==> src/rtl/bcd_pkg.sv <==
// Shared types and constants for the sequential BCD-to-binary converter.
package bcd_pkg;

    typedef enum logic [1:0] {
        IDLE  = 2'd0,
        SHIFT = 2'd1,
        DONE  = 2'd2
    } state_t;

    localparam logic [3:0] DIGIT_MAX  = 4'd9;
    localparam logic [3:0] ADJ_THRESH = 4'd8;
    localparam logic [3:0] ADJ_SUB    = 4'd3;

    // Binary width needed to hold 10^digits - 1.
    function automatic int unsigned bcd_bw(input int unsigned digits);
        int unsigned p;
        p = 1;
        for (int unsigned i = 0; i < digits; i++) begin
            p = p * 10;
        end
        return $clog2(p);
    endfunction

endpackage

==> src/rtl/bcd_digit_adjust.sv <==
// Reverse double-dabble digit correction: subtract 3 from any digit >= 8.
module bcd_digit_adjust
    import bcd_pkg::*;
(
    input  logic [3:0] i_digit,
    output logic [3:0] o_digit
);

    assign o_digit = (i_digit >= ADJ_THRESH) ? (i_digit - ADJ_SUB) : i_digit;

endmodule

==> src/rtl/bcd_to_binary_seq.sv <==
// Sequential BCD-to-binary converter using shift-right / subtract-3 iterations.
// Non-decimal digits skip the iterations and report err with a zero result.
module bcd_to_binary_seq
    import bcd_pkg::*;
#(
    parameter  int unsigned DIGITS = 3,
    localparam int unsigned BW     = bcd_bw(DIGITS),
    localparam int unsigned CW     = $clog2(BW + 1)
) (
    input  logic                  clk,
    input  logic                  rst,
    input  logic                  start,
    input  logic [4*DIGITS-1:0]   bcd_in,
    output logic                  busy,
    output logic                  done,
    output logic [BW-1:0]         bin_out,
    output logic                  err
);

    localparam int unsigned TW = 4 * DIGITS + BW;

    state_t                r_state;
    logic [4*DIGITS-1:0]   r_bcd;
    logic [BW-1:0]         r_bin;
    logic [CW-1:0]         r_cnt;
    logic [BW-1:0]         r_bin_out;
    logic                  r_err;
    logic                  r_done;

    logic [TW-1:0]         w_shift;
    logic [4*DIGITS-1:0]   w_bcd_adj;
    logic                  w_in_err;

    assign w_shift = {r_bcd, r_bin} >> 1;

    for (genvar g = 0; g < DIGITS; g++) begin : g_adj
        bcd_digit_adjust u_adj (
            .i_digit (w_shift[BW + 4*g +: 4]),
            .o_digit (w_bcd_adj[4*g +: 4])
        );
    end

    always_comb begin
        w_in_err = 1'b0;
        for (int i = 0; i < int'(DIGITS); i++) begin
            if (bcd_in[4*i +: 4] > DIGIT_MAX) begin
                w_in_err = 1'b1;
            end
        end
    end

    always_ff @(posedge clk or posedge rst) begin
        if (rst) begin
            r_state   <= IDLE;
            r_bcd     <= '0;
            r_bin     <= '0;
            r_cnt     <= '0;
            r_bin_out <= '0;
            r_err     <= 1'b0;
            r_done    <= 1'b0;
        end else begin
            r_done <= 1'b0;
            unique case (r_state)
                IDLE: begin
                    if (start) begin
                        r_bcd     <= bcd_in;
                        r_bin     <= '0;
                        r_cnt     <= '0;
                        r_bin_out <= '0;
                        r_err     <= w_in_err;
                        r_state   <= w_in_err ? DONE : SHIFT;
                    end
                end
                SHIFT: begin
                    r_bcd <= w_bcd_adj;
                    r_bin <= w_shift[BW-1:0];
                    r_cnt <= r_cnt + 1'b1;
                    if (r_cnt == CW'(BW - 1)) begin
                        r_state <= DONE;
                    end
                end
                DONE: begin
                    // On error r_bin was cleared at capture, so bin_out stays zero.
                    r_bin_out <= r_bin;
                    r_done    <= 1'b1;
                    r_state   <= IDLE;
                end
                default: r_state <= IDLE;
            endcase
        end
    end

    assign busy    = (r_state != IDLE);
    assign done    = r_done;
    assign bin_out = r_bin_out;
    assign err     = r_err;

endmodule

==> config.mk <==
export PLATFORM = sky130hd
export DESIGN_NAME = bcd_to_binary_seq
export DESIGN_NICKNAME = d
export VERILOG_FILES = /design/src/rtl/bcd_pkg.sv /design/src/rtl/bcd_digit_adjust.sv /design/src/rtl/bcd_to_binary_seq.sv
export SDC_FILE = /design/constraint.sdc
export NUM_CORES = 1
export LEC_CHECK = 0
export CAP_MARGIN = 5
export CELL_PAD_IN_SITES_DETAIL_PLACEMENT = 1
export CELL_PAD_IN_SITES_GLOBAL_PLACEMENT = 1
export CORE_UTILIZATION = 35
export DETAILED_ROUTE_END_ITERATION = 12
export PLACE_DENSITY_LB_ADDON = 0.1
export SLEW_MARGIN = 15
export SYNTH_ARGS = -nofsm -noshare
export SYNTH_HDL_FRONTEND = slang
export SYNTH_SLANG_ARGS = --single-unit
==> constraint.sdc <==
create_clock -name clk -period 1.81 [get_ports clk]
set_input_delay 0.2715 -clock clk [delete_from_list [all_inputs] [get_ports clk]]
set_output_delay 0.2715 -clock clk [all_outputs]
set_load 0.01 [all_outputs]
==> results.rst, run 1 <==
.. list-table::
   :header-rows: 1

   * - Metric
     - Value
   * - Status
     - completed
   * - Critical Path Source Type
     - register
   * - Number of buffer cells added on primary ports
     - 27
   * - Syn_nets
     - between 150 and 200
   * - I/O Pins
     - 28
   * - Number of different library cells in the post-synthesis netlist
     - 32
   * - All-Layer GR Usage
     - between 10% and 20%
   * - Slew Viols, Final
     - 0
   * - Clock edge transition at the registers on the reported setup and hold paths
     - about 0.080 ns
   * - Maximum buffer depth of the clock tree
     - 2
   * - Cell count after synthesis
     - between 150 and 200
   * - RSZ-0062 raised after global routing
     - no
   * - Leading cell types by total area after synthesis
     - sky130_fd_sc_hd__dfrtp_1, sky130_fd_sc_hd__nand2_1, sky130_fd_sc_hd__a22o_1
   * - Overall power after layout
     - 3350 µW
   * - Part of the total power dissipated in combinational logic
     - approximately 37%
   * - Count of standard-cell rows
     - 25
   * - Post-route non-filler standard cell count
     - 275
   * - Mean Syn Cell Area
     - ~11 µm²
   * - Count of final hold-check violations
     - 0
   * - Mapped cell area
     - 1830 µm²
   * - Data required time of the worst path
     - 1.54 ns
   * - Global route overflow
     - 0
   * - Final layout net count
     - between 200 and 250
   * - Antenna fix cells
     - 0
   * - Number of vias per cell
     - 5.24
   * - Least-Margin Pin Slew
     - between 0.5 and 0.6 ns
   * - # hold bufs at CTS
     - 0
   * - Routability Congestion
     - between 0.8 and 0.9
   * - Share of total power in the clock network
     - between 20 and 25%
   * - Lkg Pwr
     - roughly 0.0011 µW
   * - Core footprint
     - 4880 µm²
   * - Switch share
     - a little under two fifths
   * - Register-to-Register Setup Slack
     - approximately 0.3 ns
   * - Sequential element share of the synthesized area
     - between 50 and 60%
   * - Fmax
     - 574 MHz
   * - Remaining DRCs
     - 0
   * - Sequential power share
     - between 40% and 50%
   * - Antenna Violating Nets Remaining
     - 0
   * - Leading cell type in the layout, fill and taps excluded
     - sky130_fd_sc_hd__dfrtp_1
   * - Shortest clock period the worst path allows after layout
     - around 1.7 ns
   * - Normalized max-slew margin
     - about two thirds
   * - Total wire length
     - around 4.6 mm
   * - Count of vias placed by the detailed router
     - roughly 1,400
   * - Type of the worst setup path
     - reg2out
   * - Maximum Capacitance Violations
     - 0
   * - Fraction of post-synthesis cell area in the top cell type by area
     - a little over half
   * - Summed negative setup slack over all endpoints
     - 0 ns
   * - Number of levels in the clock H-tree
     - 2
   * - Switching power
     - 1240 µW
   * - Crit path DAT
     - roughly 1.5 ns
   * - Clock latency on the worst-skew pair
     - roughly 0.3 ns
   * - Root buffer cell
     - sky130_fd_sc_hd__clkbuf_8
   * - Final setup violation count
     - 0
   * - Detail-routed net length per standard cell
     - about 17 µm
   * - Final period util
     - a little over nine tenths
   * - Final-layout worst hold slack
     - between 0.4 and 0.5 ns
   * - Power Density
     - roughly 1400 nW/µm²
   * - Initial standard-cell utilization of the core
     - between 30% and 40%
   * - Ratio of cells with drive above 1 in the final layout
     - between 10% and 20%
   * - First-pass GRT wire length
     - 7.47 mm
   * - TritonCTS clock tree
     - done
   * - Cell Int Power
     - between 2000 and 2500 µW
   * - Number of sinks driven by the clock tree
     - 40
   * - Top cell type by total area after synthesis
     - sky130_fd_sc_hd__dfrtp_1
   * - Filler cell count in the final layout
     - around 570
   * - DIE AREA
     - ~5500 µm²
   * - Category of the worst setup path capture point
     - output pin
   * - Top library cells by usage in the layout, fill and taps aside
     - sky130_fd_sc_hd__dfrtp_1, sky130_fd_sc_hd__nand2_1, sky130_fd_sc_hd__clkdlybuf4s50_1
   * - Ys Warns
     - 0
   * - Via count of the first global-routing pass
     - between 1,000 and 1,500
   * - Height of the die
     - approximately 74 µm
   * - Number of clock buffers inserted by TritonCTS
     - 5
   * - Chip Width
     - 74.4 µm
   * - Maximum vdd drop
     - between 0.8 and 0.9 mV
   * - Post-CTS setup buffer count
     - 0
   * - Hold/Removal Path Class
     - in2async
   * - Critical Path Fanout Max
     - 10
   * - Number of antenna violations at the first check in global routing
     - 0
   * - Total instance count after detailed placement
     - between 200 and 300
   * - Flip-flop and latch count after synthesis
     - 40
   * - Setup skew after layout
     - around 0.0064 ns
   * - Number of iterations in the first detailed-routing pass
     - 4
   * - Detailed placement HPWL
     - between 3 and 4 mm
   * - Iteration-0 DRC Markers
     - between 70 and 80
   * - Layout-stage area growth over the synthesis result
     - 26.2%
   * - Maximum number of pins on one net before global-route repair
     - 41
[sequential cells by signal, summed over array words and instances (netlist names)]
| name | flops |
|---|---|
| err | 1 |
| r_cnt | 4 |
| bin_out | 10 |
| r_bin | 10 |
| r_state | 2 |
| r_bcd | 12 |
| done | 1 |
[layer usage]
metal | vias to the layer above | track usage (%) | wire length [µm]
met5 | - | 0 | 0
met4 | 0 | 6.29 | 72
met3 | 7 | 4.88 | 154
met2 | 29 | 28.4 | 2170
met1 | 731 | 25.5 | 2180
li1 | 674 | - | -
[per-stage QoR]
| step | setup WS [ns] | util, % | area [µm²] |
|---|---|---|---|
| 4_1_cts | 0.0288 | 47.3 | 2310 |
| 2_1_floorplan | 0.494 | - | 1830 |
| 3_3_place_gp | 0.228 | 45.0 | 2200 |
| 3_5_place_dp | 0.206 | 45.0 | 2200 |
| 6_report | 0.0667 | 47.4 | 2310 |
| 5_1_grt | 0.0133 | 47.4 | 2310 |
[logic make-up (layout without fill, tap and decap cells)]
logic type,count (synthesis),count (layout),share of synthesized area (%)
fa+ha+maj,6,6,4.10
simple gates,54,54,13.5
mux,5,5,2.94
xor+xnor,4,4,1.91
flops,40,40,54.6
compound gates,47,47,18.4
buf+inv,17,52,4.57
[synthesized netlist by cell type]
master	instances
sky130_fd_sc_hd__nor2b_1	4
sky130_fd_sc_hd__clkbuf_1	2
sky130_fd_sc_hd__nor2_1	4
sky130_fd_sc_hd__mux2i_1	2
sky130_fd_sc_hd__and3_1	1
sky130_fd_sc_hd__inv_2	2
sky130_fd_sc_hd__nand2_1	28
sky130_fd_sc_hd__nand3_1	11
sky130_fd_sc_hd__inv_1	7
sky130_fd_sc_hd__a32oi_1	4
sky130_fd_sc_hd__buf_2	4
sky130_fd_sc_hd__dfrtp_1	40
sky130_fd_sc_hd__xor2_1	2
sky130_fd_sc_hd__nand4_1	1
sky130_fd_sc_hd__and2_1	1
sky130_fd_sc_hd__xnor2_1	2
sky130_fd_sc_hd__o21ai_0	12
sky130_fd_sc_hd__ha_1	6
sky130_fd_sc_hd__o21ba_2	1
sky130_fd_sc_hd__o22ai_2	1
sky130_fd_sc_hd__a21o_1	2
sky130_fd_sc_hd__o22ai_1	7
sky130_fd_sc_hd__or3b_1	1
sky130_fd_sc_hd__a31oi_1	1
sky130_fd_sc_hd__nand2b_1	2
sky130_fd_sc_hd__buf_6	2
sky130_fd_sc_hd__a2bb2oi_1	2
sky130_fd_sc_hd__mux2_2	3
sky130_fd_sc_hd__a22o_1	12
sky130_fd_sc_hd__o21bai_2	1
sky130_fd_sc_hd__or2b_1	1
sky130_fd_sc_hd__a21oi_1	4
[final timing paths]
kind | startpoint | to | cells past startpoint
setup / recovery | r_state[0] | busy | 3
hold / removal | rst | r_cnt[1] | 3
setup reg to reg | r_state[1] | r_bin[4] | 4
hold reg to reg | r_cnt[3] | r_cnt[3] | 1
max in group asynchronous | rst | r_state[1] | 3
min in group clk | r_cnt[3] | r_cnt[3] | 1
[final cells by class]
type                    instances  area [µm²]  area share (%)
flip-flops and latches         40        1000            43.4
multi-input cells             116         748            32.3
repair buffers                 35         330            14.3
well taps                      67        83.8            3.62
clock buffers                   5        68.8            2.97
clock inverters                 3        42.5            1.84
inverters                       9        36.3            1.57
[power by group through the flow]
stage / Clock, µW / Combinational [µW] / Sequential, µW
2_1_floorplan: 0 / 844 / 1320
3_3_place_gp: 0 / 1170 / 1380
3_5_place_dp: 0 / 1230 / 1400
4_1_cts: 751 / 1240 / 1390
5_1_grt: 794 / 1350 / 1430
6_report: 732 / 1230 / 1390
[worst max-delay path, cell delays in order (launching register included)]
cell and delay, ns:
sky130_fd_sc_hd__dfrtp_2 0.47, sky130_fd_sc_hd__inv_2 0.09, sky130_fd_sc_hd__nand2_1 0.07, sky130_fd_sc_hd__clkdlybuf4s50_1 0.54
[what timing repair did]
| item | in CTS | in global routing |
|---|---|---|
| setup endpoints to repair | 1 | 1 |
| pin swaps | 0 | 0 |
| gates resized for setup | 1 | 2 |
No activity file was read; power rests on OpenSTA's default activity.
==> inputs of run 2 (changes only) <==
--- a/config.mk
+++ b/config.mk
@@ -10,6 +10,7 @@
 export CELL_PAD_IN_SITES_GLOBAL_PLACEMENT = 1
 export CORE_UTILIZATION = 35
 export DETAILED_ROUTE_END_ITERATION = 12
+export HOLD_SLACK_MARGIN = 0.06
 export PLACE_DENSITY_LB_ADDON = 0.1
 export SLEW_MARGIN = 15
 export SYNTH_ARGS = -nofsm -noshare
==> results of run 2 <==
Same layout as run 1: the final DEF is identical, and so are final timing and power.
==> inputs of run 3 (changes only) <==
--- a/config.mk
+++ b/config.mk
@@ -8,8 +8,10 @@
 export CAP_MARGIN = 5
 export CELL_PAD_IN_SITES_DETAIL_PLACEMENT = 1
 export CELL_PAD_IN_SITES_GLOBAL_PLACEMENT = 1
+export CORE_MARGIN = 5
 export CORE_UTILIZATION = 35
 export DETAILED_ROUTE_END_ITERATION = 12
+export GPL_TIMING_DRIVEN = 0
 export HOLD_SLACK_MARGIN = 0.06
 export PLACE_DENSITY_LB_ADDON = 0.1
 export SLEW_MARGIN = 15
==> run 3 against run 2 <==
Design area decreased by 0.49%. Critical path type unchanged. Fmax increased by 0.66%. Critical endpoint unchanged. Non-clock buffer count increased by 1. Clock skew decreased by 0.0027 ns. First-iteration DRC count decreased by 57%. Highest routed layer unchanged. Clock power decreased by 24%. Via count decreased by 1.7%. Power decreased by 5.3%. Die area increased by 23%.
==> results.rst, run 3 (synthesis results as in run 1) <==
.. list-table::
   :header-rows: 1

   * - Metric
     - Value
   * - Critical Path Source Type
     - register
   * - All-Layer GR Usage
     - approximately 15%
   * - Layout-stage area growth over the synthesis result
     - 25.6%
   * - Total instance count after detailed placement
     - between 200 and 300
   * - Count of standard-cell rows
     - 26
   * - TritonCTS clock tree
     - done
   * - DIE AREA
     - around 6800 µm²
   * - Number of sinks driven by the clock tree
     - 40
   * - Antenna fix cells
     - 0
   * - Met3 Track Usage GR
     - 4.23%
   * - Met2 Track Usage GR
     - between 20 and 30%
   * - Routability Congestion
     - 0.849
   * - Shortest clock period the worst path allows after layout
     - around 1.7 ns
   * - Top library cells by usage in the layout, fill and taps aside
     - sky130_fd_sc_hd__dfrtp_1, sky130_fd_sc_hd__nand2_1, sky130_fd_sc_hd__clkdlybuf4s50_1
   * - Number of vias per cell
     - 5.09
   * - Chip Width
     - ~82 µm
   * - Initial standard-cell utilization of the core
     - 35.9%
   * - Detail-routed net length per standard cell
     - about 16 µm
   * - Post-CTS setup buffer count
     - 0
   * - Number of clock buffers inserted by TritonCTS
     - 5
   * - Clock latency on the worst-skew pair
     - slightly below 0.3 ns
   * - Fmax
     - between 500 and 600 MHz
   * - Category of the worst setup path capture point
     - output pin
   * - Final layout net count
     - between 200 and 250
   * - Hold/Removal Path Class
     - in2async
   * - Root buffer cell
     - sky130_fd_sc_hd__clkbuf_8
   * - Lkg Pwr
     - around 0.0011 µW
   * - Global route overflow
     - 0
   * - Filler cell count in the final layout
     - 594
   * - Count of final hold-check violations
     - 0
   * - Overall power after layout
     - 3170 µW
   * - Antenna Violating Nets Remaining
     - 0
   * - Core footprint
     - slightly above 5000 µm²
   * - Remaining DRCs
     - 0
   * - Power Density
     - approximately 1400 nW/µm²
   * - Number of iterations in the first detailed-routing pass
     - 4
   * - Total wire length
     - roughly 4.6 mm
   * - Maximum vdd drop
     - between 0.5 and 0.6 mV
   * - Via count of the first global-routing pass
     - between 1,500 and 2,000
   * - Crit path setup slack, layout
     - ~0.08 ns
   * - Launching point of the worst reg2reg path
     - r_bcd[5]
   * - First-pass GRT wire length
     - 7.96 mm
   * - Type of the worst setup path
     - reg2out
   * - Ratio of cells with drive above 1 in the final layout
     - 11.1%
   * - Maximum Capacitance Violations
     - 0
   * - Crit path DAT
     - around 1.5 ns
   * - Normalized max-slew margin
     - between 60% and 70%
   * - Final period util
     - between 90% and 100%
   * - # hold bufs at CTS
     - 0
   * - I/O Pins
     - 28
   * - Worst r2r path cells
     - 5
   * - Register with the most flip-flops
     - r_bcd
   * - Clock edge transition at the registers on the reported setup and hold paths
     - roughly 0.070 ns
   * - Final setup violation count
     - 0
   * - Post-route non-filler standard cell count
     - around 280
   * - Summed negative setup slack over all endpoints
     - 0 ns
   * - Register-to-Register Setup Slack
     - around 0.33 ns
   * - Met1 GRT Util
     - between 10% and 20%
   * - Final-layout worst hold slack
     - ~0.33 ns
   * - Detailed placement HPWL
     - 3.40 mm
   * - Number of levels in the clock H-tree
     - 2
   * - Leading cell type in the layout, fill and taps excluded
     - sky130_fd_sc_hd__dfrtp_1
   * - Status
     - completed
   * - Highest-utilization routing layer at the global route stage
     - met2
   * - Critical Path Fanout Max
     - 10
   * - Slew Viols, Final
     - 0
   * - RSZ-0062 raised after global routing
     - no
   * - Number of flip-flops in the largest register
     - 12
   * - Count of vias placed by the detailed router
     - about 1,400
   * - Data required time of the worst path
     - 1.54 ns
   * - Number of antenna violations at the first check in global routing
     - 0
   * - Height of the die
     - slightly above 80 µm
   * - Maximum number of pins on one net before global-route repair
     - 22
   * - Least-Margin Pin Slew
     - approximately 0.5 ns
   * - Setup skew after layout
     - between 0.003 and 0.004 ns
   * - DP Worst Slack
     - -0.0285 ns
   * - Iteration-0 DRC Markers
     - 34
   * - Number of buffer cells added on primary ports
     - 27
   * - Maximum buffer depth of the clock tree
     - 2
   * - End of the worst register-to-register path
     - r_bcd[5]
[run 3: changes by cell type in the layout (fill, tap and decap cells not counted), sizes merged]
cell,before,now
clkbuf,5,8
bufinv,1,0
buf,8,7
clkinvlp,1,0
[run 3: metal layers]
| layer | vias up | share of wire [%] |
|---|---|---|
| met5 | - | 0 |
| met1 | 703 | 42 |
| met2 | 34 | 52 |
| li1 | 672 | - |
| met4 | 0 | 1.4 |
| met3 | 7 | 4.7 |
[run 3: what timing repair did]
| action | 4_1_cts | 5_1_grt |
|---|---|---|
| endpoints found under the hold margin | 0 | 0 |
| resized for setup | 2 | 1 |
| endpoints found under the setup margin | 1 | 1 |
[run 3: stage by stage]
step           instance area, µm²  utilization [%]
6_report                     2300             45.1
5_1_grt                      2300             45.1
4_1_cts                      2300             45.0
3_5_place_dp                 2220             43.4
3_3_place_gp                 2190             42.9
2_1_floorplan                1830                -
[run 3: cell type report]
class                      instances  area, µm²  share of cell area [%]
inverter                           9       38.8                    1.68
clock inverter                     1       5.00                   0.217
clock buffer                       6       72.6                    3.15
multi-input combinational        116        748                    32.5
tap                               70       87.6                    3.80
buffer                             8       50.0                    2.17
sequential                        40       1000                    43.5
timing repair buffer              28        298                    12.9
[run 3: power breakdown]
part | switching (µW) | internal (µW) | total [µW]
Combinational | 673 | 582 | 1250
Clock | 292 | 262 | 554
Sequential | 233 | 1130 | 1360
[run 3: how the worst max path moves through the flow]
stage | slack [ns] | cells past startpoint | startpoint | end
2_1_floorplan | 0.49 | 6 | r_state[0] | bin_out[0]
3_3_place_gp | -0.22 | 2 | rst | r_bcd[5]
3_5_place_dp | -0.03 | 6 | start | bin_out[0]
4_1_cts | 0.03 | 3 | r_state[1] | busy
5_1_grt | 0.02 | 4 | r_state[0] | busy
6_report | 0.08 | 4 | r_state[0] | busy
[run 3: worst max-delay path: stages, from the launching register on]
cell	delay [ns]
sky130_fd_sc_hd__dfrtp_1	0.38
sky130_fd_sc_hd__buf_6	0.14
sky130_fd_sc_hd__inv_4	0.10
sky130_fd_sc_hd__nand2_1	0.07
sky130_fd_sc_hd__clkdlybuf4s50_1	0.48
